File: src/rtl/score_scan_display_if.sv
// Signal bundle for the event scoreboard: event/clear inputs, counter
// values, overflow flags and the multiplexed 7-segment digit bus.
interface score_scan_display_if #(
  parameter int NUM_CH     = 3,
  parameter int CNT_DIGITS = 2
);
  localparam int ND = NUM_CH*(CNT_DIGITS+1)-1;

  logic [NUM_CH-1:0]              evt;
  logic                           clr;
  logic [NUM_CH*CNT_DIGITS*4-1:0] count_bcd;
  logic [NUM_CH-1:0]              ovf;
  logic [ND-1:0]                  seg_com;
  logic [7:0]                     seg_data;

  modport master (
    output evt, clr,
    input  count_bcd, ovf, seg_com, seg_data
  );

  modport slave (
    input  evt, clr,
    output count_bcd, ovf, seg_com, seg_data
  );
endinterface

File: src/rtl/score_scan_display.sv
// N-channel BCD event scoreboard: synchronised edge counting per channel,
// scanned onto one common-cathode digit bus with a blank gap between fields.
module score_scan_display #(
  parameter int NUM_CH      = 3,
  parameter int CNT_DIGITS  = 2,
  parameter bit SATURATE    = 1'b0,
  parameter bit LZ_SUPPRESS = 1'b1
) (
  input logic                 clk_1k,
  input logic                 reset,
  score_scan_display_if.slave bus
);
  localparam int ND = NUM_CH*(CNT_DIGITS+1)-1;
  localparam int IW = (ND > 1) ? $clog2(ND) : 1;
  localparam logic [IW-1:0] LAST_IDX = IW'(ND-1);

  typedef logic [CNT_DIGITS-1:0][3:0] cnt_t;

  logic [NUM_CH-1:0]               r_s1, r_s2, r_s3;
  logic [NUM_CH-1:0]               w_edge;
  cnt_t [NUM_CH-1:0]               r_cnt;
  cnt_t [NUM_CH-1:0]               w_inc;
  logic [NUM_CH-1:0][CNT_DIGITS:0] w_carry;
  logic [NUM_CH-1:0]               w_all9;
  logic [NUM_CH-1:0]               r_ovf;
  logic [NUM_CH-1:0][CNT_DIGITS:0] w_nz;
  logic [NUM_CH-1:0][CNT_DIGITS-1:0] w_blank;
  logic [IW-1:0]                   r_idx;
  logic [ND-1:0]                   r_com, w_com;
  logic [7:0]                      r_data, w_data;

  function automatic logic [6:0] f_decode(input logic [3:0] d);
    case (d)
      4'd0:    f_decode = 7'h3F;
      4'd1:    f_decode = 7'h06;
      4'd2:    f_decode = 7'h5B;
      4'd3:    f_decode = 7'h4F;
      4'd4:    f_decode = 7'h66;
      4'd5:    f_decode = 7'h6D;
      4'd6:    f_decode = 7'h7D;
      4'd7:    f_decode = 7'h07;
      4'd8:    f_decode = 7'h7F;
      4'd9:    f_decode = 7'h6F;
      default: f_decode = 7'h00;
    endcase
  endfunction

  // Two synchroniser flops, then s3 holds the previous level for edge detect.
  always_ff @(posedge clk_1k or negedge reset) begin
    if (!reset) begin
      r_s1 <= '0;
      r_s2 <= '0;
      r_s3 <= '0;
    end else begin
      r_s1 <= bus.evt;
      r_s2 <= r_s1;
      r_s3 <= r_s2;
    end
  end

  assign w_edge = r_s2 & ~r_s3;

  // Decimal ripple: a digit increments only while every lower digit is 9.
  always_comb begin
    w_carry = '0;
    w_inc   = '0;
    w_all9  = '0;
    for (int c = 0; c < NUM_CH; c++) begin
      w_carry[c][0] = 1'b1;
      for (int k = 0; k < CNT_DIGITS; k++) begin
        if (!w_carry[c][k])
          w_inc[c][k] = r_cnt[c][k];
        else if (r_cnt[c][k] == 4'd9)
          w_inc[c][k] = 4'd0;
        else
          w_inc[c][k] = r_cnt[c][k] + 4'd1;
        w_carry[c][k+1] = w_carry[c][k] & (r_cnt[c][k] == 4'd9);
      end
      w_all9[c] = w_carry[c][CNT_DIGITS];
    end
  end

  always_ff @(posedge clk_1k or negedge reset) begin
    if (!reset) begin
      r_cnt <= '0;
      r_ovf <= '0;
    end else if (bus.clr) begin
      r_cnt <= '0;
      r_ovf <= '0;
    end else begin
      for (int c = 0; c < NUM_CH; c++) begin
        if (w_edge[c]) begin
          if (w_all9[c])
            r_ovf[c] <= 1'b1;
          if (!(w_all9[c] && SATURATE))
            r_cnt[c] <= w_inc[c];
        end
      end
    end
  end

  // A digit is a leading zero when it and every higher digit are zero.
  always_comb begin
    w_nz    = '0;
    w_blank = '0;
    for (int c = 0; c < NUM_CH; c++) begin
      for (int k = CNT_DIGITS-1; k >= 0; k--) begin
        w_nz[c][k]    = w_nz[c][k+1] | (r_cnt[c][k] != 4'd0);
        w_blank[c][k] = LZ_SUPPRESS && (k > 0) && !w_nz[c][k];
      end
    end
  end

  // Gap positions never match a channel digit and so stay dark.
  always_comb begin
    w_com  = '1;
    w_data = '0;
    for (int c = 0; c < NUM_CH; c++) begin
      for (int k = 0; k < CNT_DIGITS; k++) begin
        if ((r_idx == IW'(c*(CNT_DIGITS+1)+k)) && !w_blank[c][k]) begin
          w_com[c*(CNT_DIGITS+1)+k] = 1'b0;
          w_data = {1'b0, f_decode(r_cnt[c][k])};
        end
      end
    end
  end

  always_ff @(posedge clk_1k or negedge reset) begin
    if (!reset) begin
      r_idx  <= '0;
      r_com  <= '1;
      r_data <= '0;
    end else begin
      r_idx  <= (r_idx == LAST_IDX) ? '0 : r_idx + 1'b1;
      r_com  <= w_com;
      r_data <= w_data;
    end
  end

  assign bus.count_bcd = r_cnt;
  assign bus.ovf       = r_ovf;
  assign bus.seg_com   = r_com;
  assign bus.seg_data  = r_data;
endmodule

File: src/flat_wrapper.sv
// flat-port wrapper written by rule: the top's interface ports become plain ports
module score_scan_display_flat 
#(
  parameter int NUM_CH      = 3,
  parameter int CNT_DIGITS  = 2,
  parameter bit SATURATE    = 1'b0,
  parameter bit LZ_SUPPRESS = 1'b1
)
  (clk_1k, reset, bus_evt, bus_clr, bus_count_bcd, bus_ovf, bus_seg_com, bus_seg_data);
  score_scan_display_if #(.NUM_CH(NUM_CH), .CNT_DIGITS(CNT_DIGITS)) bus_i ();
  input logic clk_1k;
  input logic reset;
  input wire logic [$bits(bus_i.evt)-1:0] bus_evt;
  input wire logic [$bits(bus_i.clr)-1:0] bus_clr;
  output wire logic [$bits(bus_i.count_bcd)-1:0] bus_count_bcd;
  output wire logic [$bits(bus_i.ovf)-1:0] bus_ovf;
  output wire logic [$bits(bus_i.seg_com)-1:0] bus_seg_com;
  output wire logic [$bits(bus_i.seg_data)-1:0] bus_seg_data;
  assign bus_i.evt = bus_evt;
  assign bus_i.clr = bus_clr;
  assign bus_count_bcd = bus_i.count_bcd;
  assign bus_ovf = bus_i.ovf;
  assign bus_seg_com = bus_i.seg_com;
  assign bus_seg_data = bus_i.seg_data;
  score_scan_display #(.NUM_CH(NUM_CH), .CNT_DIGITS(CNT_DIGITS), .SATURATE(SATURATE), .LZ_SUPPRESS(LZ_SUPPRESS)) u_core (.clk_1k(clk_1k), .reset(reset), .bus(bus_i));
endmodule
File: config.mk
export PLATFORM = sky130hd
export DESIGN_NAME = score_scan_display_flat
export DESIGN_NICKNAME = d
export VERILOG_FILES = /design/src/rtl/score_scan_display_if.sv /design/src/rtl/score_scan_display.sv /design/src/flat_wrapper.sv
export SDC_FILE = /design/constraint.sdc
export NUM_CORES = 1
export LEC_CHECK = 0
export CAP_MARGIN = 0
export CORE_MARGIN = 4
export CORE_UTILIZATION = 27
export DETAILED_ROUTE_END_ITERATION = 6
export GPL_TIMING_DRIVEN = 0
export PLACE_DENSITY = 0.47
export REMOVE_ABC_BUFFERS = 1
export SYNTH_ARGS = -nofsm -noshare
export SYNTH_HDL_FRONTEND = slang
export SYNTH_SLANG_ARGS = --single-unit
File: constraint.sdc
create_clock -name clk_1k -period 2.4 [get_ports clk_1k]
set_input_delay 0.24 -clock clk_1k [delete_from_list [all_inputs] [get_ports clk_1k]]
set_output_delay 0.24 -clock clk_1k [all_outputs]
set_load 0.1 [all_outputs]
==> results of run 1 <==
-- logic make-up after synthesis --
kind of cell    after synthesis
other cells                   2
mux                           7
flops                        52
fa+ha+maj                    51
xor+xnor                      4
buf+inv                      47
compound gates              120
simple gates                146
-- worst reg2reg max path: stages (launching register included) --
cell      delay [ps]
dfrtp_1          490
inv_1            180
ha_1             170
or3b_4           410
a2111o_1         430
o211ai_1         140
a221oi_1         140
o22ai_1          170
-- final cells by class --
class	instances	area [um2]	share of cell area (%)
Inverter	29	109	2.41
Clock buffer	7	143	3.16
Clock inverter	1	7.51	0.166
Multi-Input combinational cell	331	2210	49.1
Timing Repair Buffer	48	505	11.2
Sequential cell	52	1310	29.1
Tap cell	176	220	4.88
-- through the flow --
stage               setup slack (ps)  util (%)  instances  area (um2)  TNS [ps]
finish                          87.9      33.8        644        4510         0
CTS                            0.392      33.6        644        4480         0
floorplan                       -479         -        412        3630     -1420
global placement                -602      32.2        633        4300    -27640
global route                    11.4      33.8        644        4510         0
detailed placement              -115      32.3        634        4310      -186
-- where the power goes --
part | total [mW] | leakage [nW] | switching, mW | internal [mW]
Combinational | 0.240 | 1.28 | 0.183 | 0.0573
Sequential | 0.913 | 0.649 | 0.0176 | 0.895
Clock | 0.752 | 0.0701 | 0.336 | 0.417
Total | 1.91 | 2.00 | 0.536 | 1.37
-- cell usage in the layout, fill, tap and decap left out, drive strengths merged, types with 3 or more instances in the layout --
master         Yosys  routed
ha                51      51
a21oi             50      50
dfrtp             46      46
nor2              42      42
clkdlybuf4s50      0      35
o21ai             34      34
nand2             31      31
inv               28      28
nand2b            18      18
nor2b             12      12
nor3              10      10
dlymetal6s2s       0       9
mux2i              7       7
clkbuf            13       7
nand3              6       6
dfstp              6       6
or2                5       5
o22ai              5       5
a31oi              4       4
nor3b              4       4
and2               3       3
o31ai              3       3
and3               3       3
o211ai             3       3
nor4               3       3
xnor2              3       3
and3b              3       3
nand3b             3       3
conb               2       3
buf                5       3
-- synthesized netlist by cell type, types with 4 or more instances --
cell       n
a21oi_1   50
a31oi_1    4
clkbuf_1  13
dfrtp_1   46
dfstp_2    6
ha_1      51
inv_1     28
mux2i_1    7
nand2_1   30
nand2b_1  18
nand3_1    6
nor2_1    41
nor2b_1   12
nor3_1    10
nor3b_1    4
o21ai_0   34
o22ai_1    5
or2_2      5
-- worst max-delay path by stage --
stage | startpoint | end | slack (ps) | depth (start not counted)
floorplan | u_core.bus.count_bcd[12]$_DFFE_PN0P_ | u_core.bus.seg_data[4]$_DFF_PN0_ | -480 | 8
global placement | reset | u_core.bus.count_bcd[19]$_DFFE_PN0P_ | -600 | 1
detailed placement | u_core.bus.count_bcd[13]$_DFFE_PN0P_ | u_core.bus.seg_data[4]$_DFF_PN0_ | -120 | 8
CTS | u_core.bus.count_bcd[14]$_DFFE_PN0P_ | bus_count_bcd[14] | 0.4 | 1
global route | u_core.bus.count_bcd[9]$_DFFE_PN0P_ | bus_count_bcd[9] | 10 | 1
finish | u_core.bus.count_bcd[9]$_DFFE_PN0P_ | bus_count_bcd[9] | 90 | 1
-- metal layers --
layer / track usage (%) / vias to the layer above
met1: 15.9 / 1390
met3: 1.75 / 9
met2: 18.3 / 49
met4: 3.44 / 0
met5: 0 / -
li1: - / 1541
-- sequential cells by signal, summed over array words and instances (netlist names) --
register,cells
u_core.r_s3,3
u_core.r_s2,3
u_core.bus.seg_data,7
u_core.bus.ovf,3
u_core.r_idx,3
u_core.bus.seg_com,6
u_core.bus.count_bcd,24
u_core.r_s1,3
-- what timing repair did --
item                       CTS  global route
setup endpoints to repair    2            13
hold buffers                 1             0
hold endpoints to repair    18             0
resized for setup            2            11
pin swaps                    1             0
buffers inserted             1             0
==> summary.md, run 1 <==
| Metric | Value |
|---|---|
| Min Hold Slack | between 300 and 400 ps |
| Reg-to-Reg Start | u_core.bus.count_bcd[4]$_DFFE_PN0P_ |
| Hold Path Depth | 0 |
| Cell Chain, Critical Path | clkdlybuf4s50_1 |
| Distinct cells, synth | between 50 and 60 |
| CTS H-Tree Depth | 2 |
| Total GRT Usage | between 10% and 20% |
| Proportion of synthesized area in mux cells | ~1.9% |
| XOR/XNOR share of the synthesized area | less than 1% |
| Share of the synthesized area in the top cell type | ~31% |
| Total clock sinks | between 50 and 60 |
| Share of layout cells above drive strength 1 | around 6.6% |
| Hold worst-path end | u_core.r_s2[0]$_DFF_PN0_ |
| EDFF count, synth | 0 |
| Vias/cell | roughly 4.6 |
| Cells on worst reg2reg path | 7 |
| Synthesis Warnings | 0 |
| IO Port Bufs | 45 |
| Num CTS Buffers | 5 |
| Top cells by area, synth | dfrtp_1, ha_1, a21oi_1 |
| VDD IR-drop max | roughly 0.26 mV |
| Crit path DAT | between 2000 and 2500 ps |
| Worst hold path type | reg2reg |
| Max frequency | ~430 MHz |
| Max-Cap Viols | 0 |
| DRT iter0 DRCs | 171 |
| Maximum fanout along the worst path | 11 |
| DP HPWL | approximately 6600 um |
| Kind of critical path | reg2out |
| Initial Util | 27.8% |
| Post-Synth Adder-Cell Area | 17.2% |
| DR top layer | met4 |
| Max Slew Vio Count | 0 |
| Clock Tree Buf Depth | 2 |
| Worst-path clk slew | 70 ps |
| Pleak | around 2 nW |
| Vias in the first global route | 2912 |
| CTS root buf | clkbuf_16 |
| Initial DRT Pass Iterations | 4 |
| Antenna cell count | 0 |
| Slowest cell delay on critical path | around 1200 ps |
| Largest net degree at the start of global routing | 30 |
| Post-Syn Area per Cell | around 8.7 um2 |
| Master of the slowest instance on the critical path | clkdlybuf4s50_1 |
| CP Launch Type | flip-flop |
| Fillcell total | between 1000 and 1500 |
| Drt total wl | 8820 um |
| Area Growth Syn to Fin | 21.6% |
| Crit path required time | between 2000 and 2500 ps |
| Max-slew headroom | around 30% |
| Power density over the cells | roughly 420 nW/um2 |
| Row Count | 42 |
| Die Height | about 130 um |
| Top delay family on crit path | buffers and inverters |
| Chip Width | about 130 um |
| Fin crit share | 96.3% |
| Met3 WL | roughly 280 um |
| Synth area leader | dfrtp_1 |
| Total Power | approximately 1.9 mW |
| Via count | approximately 3000 |
| R2r endpoint | u_core.bus.seg_data[2]$_DFF_PN0_ |
| Synthesized instance count | 429 |
| Mapped cell area | approximately 3700 um2 |
| Outcome | complete, no violations |
| Synth Area in Compound Gates | 19.1% |
| Final Hold Fails | 0 |
| TritonCTS clock tree | yes |
| Final min period | around 2300 ps |
| Gpl congestion | 0.821 |
| RSZ-0062 raised after global routing | false |
| Wire per inst | roughly 14 um |
| Slew @ Worst Pin | approximately 1000 ps |
| Sequential area share after synthesis | about a third |
| Critical path endpoint category | output pin |
| Area of the core | 13300 um2 |
| Drt drc | 0 |
| Main flop type after synthesis | dfrtp_1 |
| Clock skew | roughly 6 ps |
| Post-synthesis simple-gate area fraction | around a fifth |
| # IOs | 49 |
| DIE AREA | approximately 16000 um2 |
| Synth Register Bits | 52 |
| Post-route ant nets | 0 |
| Met2 routed WL | 4030 um |
| Hold Path Origin | u_core.r_s1[0]$_DFF_PN0_ |
| Global-route wire length before repair | between 10000 and 15000 um |
| Worst skew pair latency | roughly 300 ps |
| Flop-to-flop setup slack | about 180 ps |
| Initial antenna violation count | 0 |
| Grt ovf | 0 |
| Largest family of logic cells by synthesized area | simple AND/OR/NAND/NOR gates |
| Final setup fails | 0 |
| WL met1 | between 4000 and 5000 um |
| Final net count | approximately 520 |
| Fraction of registers with async set/reset | 100% |
| CP Buf/Inv Count | 1 |
Note: power is estimated with default switching activity, not from simulation.
==> inputs of run 2 (changes only) <==
--- a/config.mk
+++ b/config.mk
@@ -9,6 +9,7 @@
 export CORE_MARGIN = 4
 export CORE_UTILIZATION = 27
 export DETAILED_ROUTE_END_ITERATION = 6
+export GPL_ROUTABILITY_DRIVEN = 0
 export GPL_TIMING_DRIVEN = 0
 export PLACE_DENSITY = 0.47
 export REMOVE_ABC_BUFFERS = 1
==> results of run 2 <==
Same layout as run 1: the final DEF is identical, and so are final timing and power.
